<file path="src/rtl/brc_pkg.sv">
// Shared definitions for the branch resolve unit: funct3 condition codes
// and controller state. Optional feature macro: BRU_STATS_EN.
package brc_pkg;

   localparam logic [2:0] F3_BEQ  = 3'b000;
   localparam logic [2:0] F3_BNE  = 3'b001;
   localparam logic [2:0] F3_BLT  = 3'b100;
   localparam logic [2:0] F3_BGE  = 3'b101;
   localparam logic [2:0] F3_BLTU = 3'b110;
   localparam logic [2:0] F3_BGEU = 3'b111;

   localparam logic [31:0] CNT_MAX = 32'hFFFF_FFFF;

   typedef enum logic {
      IDLE     = 1'b0,
      REDIRECT = 1'b1
   } brc_state_e;

   function automatic logic [31:0] sat_inc(input logic [31:0] v);
      return (v == CNT_MAX) ? v : v + 32'd1;
   endfunction

endpackage

</file>
<file path="src/rtl/branch_cond.sv">
// Combinational taken decision for the EX instruction.
// Jumps are always taken; branches follow the funct3 condition.
module branch_cond
   import brc_pkg::*;
(
   input  logic       is_branch,
   input  logic       is_jal,
   input  logic       is_jalr,
   input  logic [2:0] funct3,
   input  logic       br_eq,
   input  logic       br_lt,
   input  logic       br_ltu,
   output logic       taken
);

   logic cond;

   always_comb begin
      cond = 1'b0;
      case (funct3)
         F3_BEQ:  cond = br_eq;
         F3_BNE:  cond = ~br_eq;
         F3_BLT:  cond = br_lt;
         F3_BGE:  cond = ~br_lt;
         F3_BLTU: cond = br_ltu;
         F3_BGEU: cond = ~br_ltu;
         default: cond = 1'b0;
      endcase
   end

   always_comb begin
      taken = 1'b0;
      unique case (1'b1)
         is_jal:    taken = 1'b1;
         is_jalr:   taken = 1'b1;
         is_branch: taken = cond;
         default:   taken = 1'b0;
      endcase
   end

endmodule

</file>
<file path="src/rtl/branch_resolve_unit.sv">
// Resolves EX control transfers into a one-cycle redirect/flush pulse or a
// misalignment trap. Statistics counters present only with BRU_STATS_EN.
module branch_resolve_unit
   import brc_pkg::*;
(
   input  logic        clk,
   input  logic        rst,
   input  logic        ex_valid,
   input  logic        ex_stall,
   input  logic        is_branch,
   input  logic        is_jal,
   input  logic        is_jalr,
   input  logic [2:0]  funct3,
   input  logic        br_eq,
   input  logic        br_lt,
   input  logic        br_ltu,
   input  logic [31:0] pc,
   input  logic [31:0] imm,
   input  logic [31:0] rs1_data,
   output logic        redirect_valid,
   output logic [31:0] redirect_pc,
   output logic        flush_if_id,
   output logic        flush_id_ex,
   output logic        flush_ex_mem,
   output logic        trap_misalign,
   output logic [31:0] trap_pc,
   output logic [31:0] branch_cnt,
   output logic [31:0] taken_cnt
);

   brc_state_e  state_q, state_d;
   logic        redirect_valid_q, redirect_valid_d;
   logic [31:0] redirect_pc_q, redirect_pc_d;
   logic        trap_misalign_q, trap_misalign_d;
   logic [31:0] trap_pc_q, trap_pc_d;

   logic        taken;
   logic        resolve;
   logic [31:0] target;

   branch_cond u_cond (
      .is_branch (is_branch),
      .is_jal    (is_jal),
      .is_jalr   (is_jalr),
      .funct3    (funct3),
      .br_eq     (br_eq),
      .br_lt     (br_lt),
      .br_ltu    (br_ltu),
      .taken     (taken)
   );

   assign resolve = (state_q == IDLE) & ex_valid & ~ex_stall;

   always_comb begin
      target = pc + imm;
      if (is_jalr) begin
         target = (rs1_data + imm) & ~32'd1;
      end
   end

   // Target is captured on every taken resolve, so a trapped jump still
   // leaves its computed target visible on redirect_pc.
   always_comb begin
      state_d          = IDLE;
      redirect_valid_d = 1'b0;
      redirect_pc_d    = redirect_pc_q;
      trap_misalign_d  = 1'b0;
      trap_pc_d        = trap_pc_q;
      if (resolve && taken) begin
         redirect_pc_d = target;
         if (target[1]) begin
            trap_misalign_d = 1'b1;
            trap_pc_d       = pc;
         end else begin
            state_d          = REDIRECT;
            redirect_valid_d = 1'b1;
         end
      end
   end

   always_ff @(posedge clk or posedge rst) begin
      if (rst) begin
         state_q          <= IDLE;
         redirect_valid_q <= 1'b0;
         redirect_pc_q    <= 32'd0;
         trap_misalign_q  <= 1'b0;
         trap_pc_q        <= 32'd0;
      end else begin
         state_q          <= state_d;
         redirect_valid_q <= redirect_valid_d;
         redirect_pc_q    <= redirect_pc_d;
         trap_misalign_q  <= trap_misalign_d;
         trap_pc_q        <= trap_pc_d;
      end
   end

   assign redirect_valid = redirect_valid_q;
   assign redirect_pc    = redirect_pc_q;
   assign flush_if_id    = redirect_valid_q;
   assign flush_id_ex    = redirect_valid_q;
   assign flush_ex_mem   = redirect_valid_q;
   assign trap_misalign  = trap_misalign_q;
   assign trap_pc        = trap_pc_q;

`ifdef BRU_STATS_EN
   logic [31:0] branch_cnt_q, branch_cnt_d;
   logic [31:0] taken_cnt_q, taken_cnt_d;

   always_comb begin
      branch_cnt_d = branch_cnt_q;
      taken_cnt_d  = taken_cnt_q;
      if (resolve && is_branch) begin
         branch_cnt_d = sat_inc(branch_cnt_q);
         if (taken) begin
            taken_cnt_d = sat_inc(taken_cnt_q);
         end
      end
   end

   always_ff @(posedge clk or posedge rst) begin
      if (rst) begin
         branch_cnt_q <= 32'd0;
         taken_cnt_q  <= 32'd0;
      end else begin
         branch_cnt_q <= branch_cnt_d;
         taken_cnt_q  <= taken_cnt_d;
      end
   end

   assign branch_cnt = branch_cnt_q;
   assign taken_cnt  = taken_cnt_q;
`else
   assign branch_cnt = 32'd0;
   assign taken_cnt  = 32'd0;
`endif

endmodule

</file>
<file path="config.mk">
export PLATFORM = sky130hd
export DESIGN_NAME = branch_resolve_unit
export DESIGN_NICKNAME = d
export VERILOG_FILES = /design/src/rtl/brc_pkg.sv /design/src/rtl/branch_cond.sv /design/src/rtl/branch_resolve_unit.sv
export SDC_FILE = /design/constraint.sdc
export NUM_CORES = 1
export LEC_CHECK = 0
export ABC_CLOCK_PERIOD_IN_PS = 2340
export CORE_ASPECT_RATIO = 1.2
export CORE_MARGIN = 4
export CORE_UTILIZATION = 24
export DETAILED_ROUTE_END_ITERATION = 7
export PLACE_DENSITY_LB_ADDON = 0.1
export SLEW_MARGIN = 20
export SYNTH_ARGS = -nofsm -noshare
export SYNTH_HDL_FRONTEND = slang
export SYNTH_SLANG_ARGS = --single-unit
</file>
<file path="constraint.sdc">
create_clock -name clk -period 2.34 [get_ports clk]
set_input_delay 0.468 -clock clk [delete_from_list [all_inputs] [get_ports clk]]
set_output_delay 0.468 -clock clk [all_outputs]
set_load 0.05 [all_outputs]
</file>
## Word level (Yosys, flattened, before mapping)

Cells that the tools add are included.

- Bits of input ports: 109
- Bits in registers: 66

- Muxes and demuxes: 7
- Bitwise operators: 7
- Reduce and logical (&&, ||, !) cells: 4
- Add/subtract/negate cells: 2
- Equality and inequality tests: 5

Operators by type and width:

| operator | number |
|---|---|
| adder 32 bit | 2 |
| two-way mux 32 bit | 1 |
| == test 3 bit, second input constant | 4 |
| one-hot mux 1 bit (6 select lines) | 1 |
| NOT 1 bit | 5 |
| two-way mux 1 bit | 4 |
| == test 3 x 1 -> 1 bit, second input constant | 1 |
| logical NOT 3 bit | 1 |
| bitwise AND 1 bit | 2 |
| one-hot mux 1 bit (2 select lines) | 1 |
| AND reduction 2 bit | 1 |
| OR reduction 2 bit | 1 |
| logical AND 1 bit | 1 |

## Depth between registers and ports, before layout

- Word-level depth: 5
- Depth in mapped cells: 11
- Gate-level depth less buffers: 10

## Hierarchy

From an unflattened synthesis, not the netlist that was laid out.

- Cell total of the unflattened synthesis: 754
- Area total of the unflattened synthesis: 6442.4 µm²

Modules (own cells, without submodules):

| module | times used | area each (µm²) | seq. area each (µm²) | cells an instance |
|---|---|---|---|---|
| branch_resolve_unit | 1 | 6384.9 | 1651.6 | 747 |
| branch_cond | 1 | 57.6 | 0.0 | 7 |

## Worst setup path before layout

OpenSTA, ideal clock, no wires.

- Kind: input -> register
- Start point: input port pc[12]
- End point: register redirect_pc_q[31], in the netlist redirect_pc[31]
- Library setup time: 94 ps
- Path slack: -390 ps
- Data required time: 2246 ps
- Arrival: 2636 ps
- Cell stages on the path: 11
- Cells stage by stage: ha_1 buf_2 a21o_1 a2111o_1 o22ai_2 a21oi_1 or2_1 buf_6 a41oi_2 mux2_1 a211oi_1

- Cells in the longest elaborated chain, start to end: 2

Ends and longest elaborated chain:

| item | RTL line | text |
|---|---|---|
| start: declaration | branch_resolve_unit.sv:17 | `input logic [31:0] pc,` |
| adder 32 bit | branch_resolve_unit.sv:55 | `target = pc + imm;` |
| two-way mux 32 bit | branch_resolve_unit.sv:56 | `if (is_jalr) begin` |
| end signal: assignment | branch_resolve_unit.sv:91 | `redirect_pc_q <= redirect_pc_d;` |
| end: declaration | branch_resolve_unit.sv:33 | `logic [31:0] redirect_pc_q, redirect_pc_d;` |

Every way passes these cells.
A chain may end at the register's enable or synchronous reset.

## Worst setup path in the final report

- Start point: input port rs1_data[2]
- End point: register redirect_pc_q[25], in the netlist redirect_pc[25]

- Cells in the longest elaborated chain, start to end: 2

Ends and longest elaborated chain:

| item | RTL line | text |
|---|---|---|
| start: declaration | branch_resolve_unit.sv:19 | `input logic [31:0] rs1_data,` |
| adder 32 bit | branch_resolve_unit.sv:57 | `target = (rs1_data + imm) & ~32'd1;` |
| two-way mux 32 bit | branch_resolve_unit.sv:56 |  |

Every way passes these cells.

==> flow_summary.toml <==
[outcome]
outcome = "complete, but fails checks"
violations = "negative setup slack"

[worst_setup_path]
cp_num_cells = 11
endpoint_kind = "flip-flop"
critical_path_buf_inv_count = 2
reg2reg_slack_ps = 480
cp_cell_sequence = "clkdlybuf4s15_2 -> ha_4 -> or2_4 -> o221ai_4 -> o22ai_4 -> buf_6 -> a22o_4 -> a21oi_4 -> o21ai_2 -> xor2_2 -> a221o_1"
critPathRequiredTime_ps = 2590
critical_path.top_delay_family = "compound AO/OA/AOI/OAI gates"
crit_type = "input port to flip-flop"
crit_path_max_incr_delay_ps = 300
critPathMaxFanout = 3
startpoint_type = "input port"
cp.arrival_ps = 2660
rr_startpoint = "flush_ex_mem$_DFF_PP0_"
r2r-end = "trap_pc[16]$_DFFE_PP0P_"
critPathSlowestCell = "a221o_1"
startpoint = "rs1_data[2]"
ff2ff_path_depth = 6

[sta]
finClkSkew_ps = 10.1
timing.final.crit_share_pct = 103
timing_max_transition_violations_final = 0
timing.final.ws_setup_ps = -77.1
fmax_ghz = 0.414
rsz0062_at_grt = "yes"
tightest_slew_ps = 585
setup_violations = 5
finalHoldViolations = 0
tns_ps = -154
max_slew_margin_pct = 60.9
fin_crit_ps = 2420

[synth]
synth_cell_types = 74
synth-edff-count = 0
syn_area_sq_mm = 0.00673
async_reset_ff_share_pct = 100
ys.flop_type = "dfrtp_1"
synth_warnings = 0
netlist_instances = 809
syn_avg_cell_area_sq_um = 8.32
synth-seq-area-share_pct = 24.5
ys_seq_elements = 66

[power_and_ir_drop]
sequentialPowerShare_pct = 20.5
swShare_pct = 45.8
p_sw_mw = 3.78
power_density_mw_per_mm2 = 687
p_comb_share_pct = 60.4
vdd_ir_drop_max_mv = 0.388
p_leak_nw = 5.25
p_int_mw = 4.48
p_clk_share_pct = 19.1

[detailed_routing]
wl_per_cell_microns = 17.7
post_drt_via_cell_ratio = 4.60
antenna_left = 0
dr_total_vias = 7303
drt_pre_antenna_iters = 6
routed_wl_microns = 28100
drt-initial-drc-count = 268
drcViolationCount = 0

[global_route]
grt_max_degree = 67
grt_usage_pct = 17.4
antenna_found_initial = 0
grt_pass1_wl_microns = 41900
grt_pass1_vias = 7484
overflow = 0

[run]
cap_violations = 0

[cells_and_area]
fin_area_sq_mm = 0.0120
post-route-util_pct = 43.8
areaGrowthSynthToFinish_pct = 78.4
drive_gt1_share_pct = 41.2
final_cells = 1586
antenna_cells = 0
fin_nets = 1379

[clock_network]
clock_sinks = 66
clk_path_buf_depth = 2
htreeDepth = 3
clock_latency_ps = 360
cts_tree = "built"
hold_buffers = 0
clk_pin_slew_worst_paths_ps = 70
cts_buffers = 9
root_buffer = "clkbuf_16"

[floorplanning]
core_sq_mm = 0.0274
placementRows = 66
io-pin-count = 242
die-area_sq_mm = 0.0308
start_util_pct = 24.6
die_w_microns = 161
die_y_microns = 191

[place]
gp_congestion = 0.844
dp_hpwl_microns = 22000
io_buffers = 177
place_area_sq_mm = 0.0103
pre_cts_slack_ps = -967
dp.cells = 1532

[min_path]
hold_path.class = "input port to flip-flop"
hold_path_end = "trap_pc[12]$_DFFE_PP0P_"
hold_depth = 2
min-delay-start = "pc[12]"
==> registers in the layout, summed over array words and instances (netlist names) <==
name / flops
trap_pc: 32
flush_ex_mem: 1
trap_misalign: 1
redirect_pc: 32
==> power groups by stage <==
stage	Sequential [mW]	Clock (mW)	Combinational (mW)
after floorplan	2.95	0	1.60
after detailed placement	1.72	0	4.57
after global placement	1.72	0	4.57
after global routing	1.75	1.66	5.27
final	1.70	1.58	4.98
after CTS	1.70	1.61	4.80
==> how the worst max path moves through the flow <==
stage,slack (ps),endpoint
after floorplan,-260,redirect_pc[31]$_DFFE_PP0N_
after global placement,-960,redirect_pc[26]$_DFFE_PP0N_
after detailed placement,-970,redirect_pc[26]$_DFFE_PP0N_
after CTS,-80,redirect_pc[23]$_DFFE_PP0N_
after global routing,-130,redirect_pc[20]$_DFFE_PP0N_
final,-80,redirect_pc[25]$_DFFE_PP0N_
==> cells in the mapped netlist (13+ instances only) <==
| cell type | instances | area (sq um) |
|---|---|---|
| a21o_1 | 20 | 150 |
| a21oi_1 | 75 | 375 |
| and3_1 | 13 | 81.3 |
| buf_4 | 67 | 503 |
| clkbuf_1 | 22 | 82.6 |
| dfrtp_1 | 66 | 1650 |
| ha_1 | 61 | 763 |
| inv_1 | 24 | 90.1 |
| mux2_2 | 34 | 383 |
| nand2_1 | 66 | 248 |
| nand3_1 | 21 | 105 |
| nor2_1 | 52 | 195 |
| nor3_1 | 16 | 80.1 |
| o21ai_0 | 59 | 295 |
| xnor2_1 | 24 | 210 |
| xor2_1 | 23 | 201 |
==> metal layers <==
layer  wire (microns)  GRT usage [%]
met1            11700           20.6
met3             1100           2.78
met5                0              0
met2            14800           32.7
met4              501           4.20
==> cell families after synthesis <==
family / Yosys count / share of synthesized area, %
adders and majority gates: 63 / 11.9
other: 1 / 0.0557
xor gates and xnor gates: 47 / 6.12
and+or+nand+nor: 219 / 15.6
AOI/OAI and AO/OA: 247 / 23.9
DFF: 66 / 24.5
muxes: 41 / 6.75
buffers and inverters: 125 / 11.1
==> layout by cell type, fill, tap and decap left out, drive strengths merged, types with 8 or more instances in the layout <==
cell type,instances
conb,64
buf,275
a21oi,78
nand3,21
clkbuf,19
nor3,17
nand2,66
nor2,53
mux2,35
ha,61
a211oi,9
xor2,23
a21o,20
nand4,9
o21ai,63
dfrtp,66
dlygate4sd2,19
and2,9
or3,8
clkdlybuf4s50,110
o211ai,10
and3,13
xnor2,24
inv,24
==> layout make-up <==
| cell class | instances | area (sq um) |
|---|---|---|
| tap | 374 | 468 |
| clock inverter | 7 | 93.8 |
| timing repair buffer | 425 | 3700 |
| sequential | 66 | 1650 |
| inverter | 24 | 90.1 |
| multi-input combinational | 681 | 5790 |
| fill | 2763 | 15400 |
| clock buffer | 9 | 225 |
==> what timing repair did <==
item	4_1_cts	5_1_grt
setup buffers	27	14
pin swaps	97	89
resized for setup	277	133
gates cloned	1	1
endpoints found under the setup margin	58	54
==> through the flow <==
step                power (mW)  hold WS, ps
finish                    8.25          360
CTS                       8.12          460
global placement          6.29          463
detailed placement        6.29          466
global route              8.68          361
floorplan                 4.55          620
==> worst reg2reg max path, stage by stage (launching register included) <==
cell and delay, ps:
dfrtp_1 420, nor2_1 160, nand2_1 110, a21o_1 210, nor2_4 190, bufbuf_16 320, mux2_2 340
No activity file was read; power rests on OpenSTA's default activity.
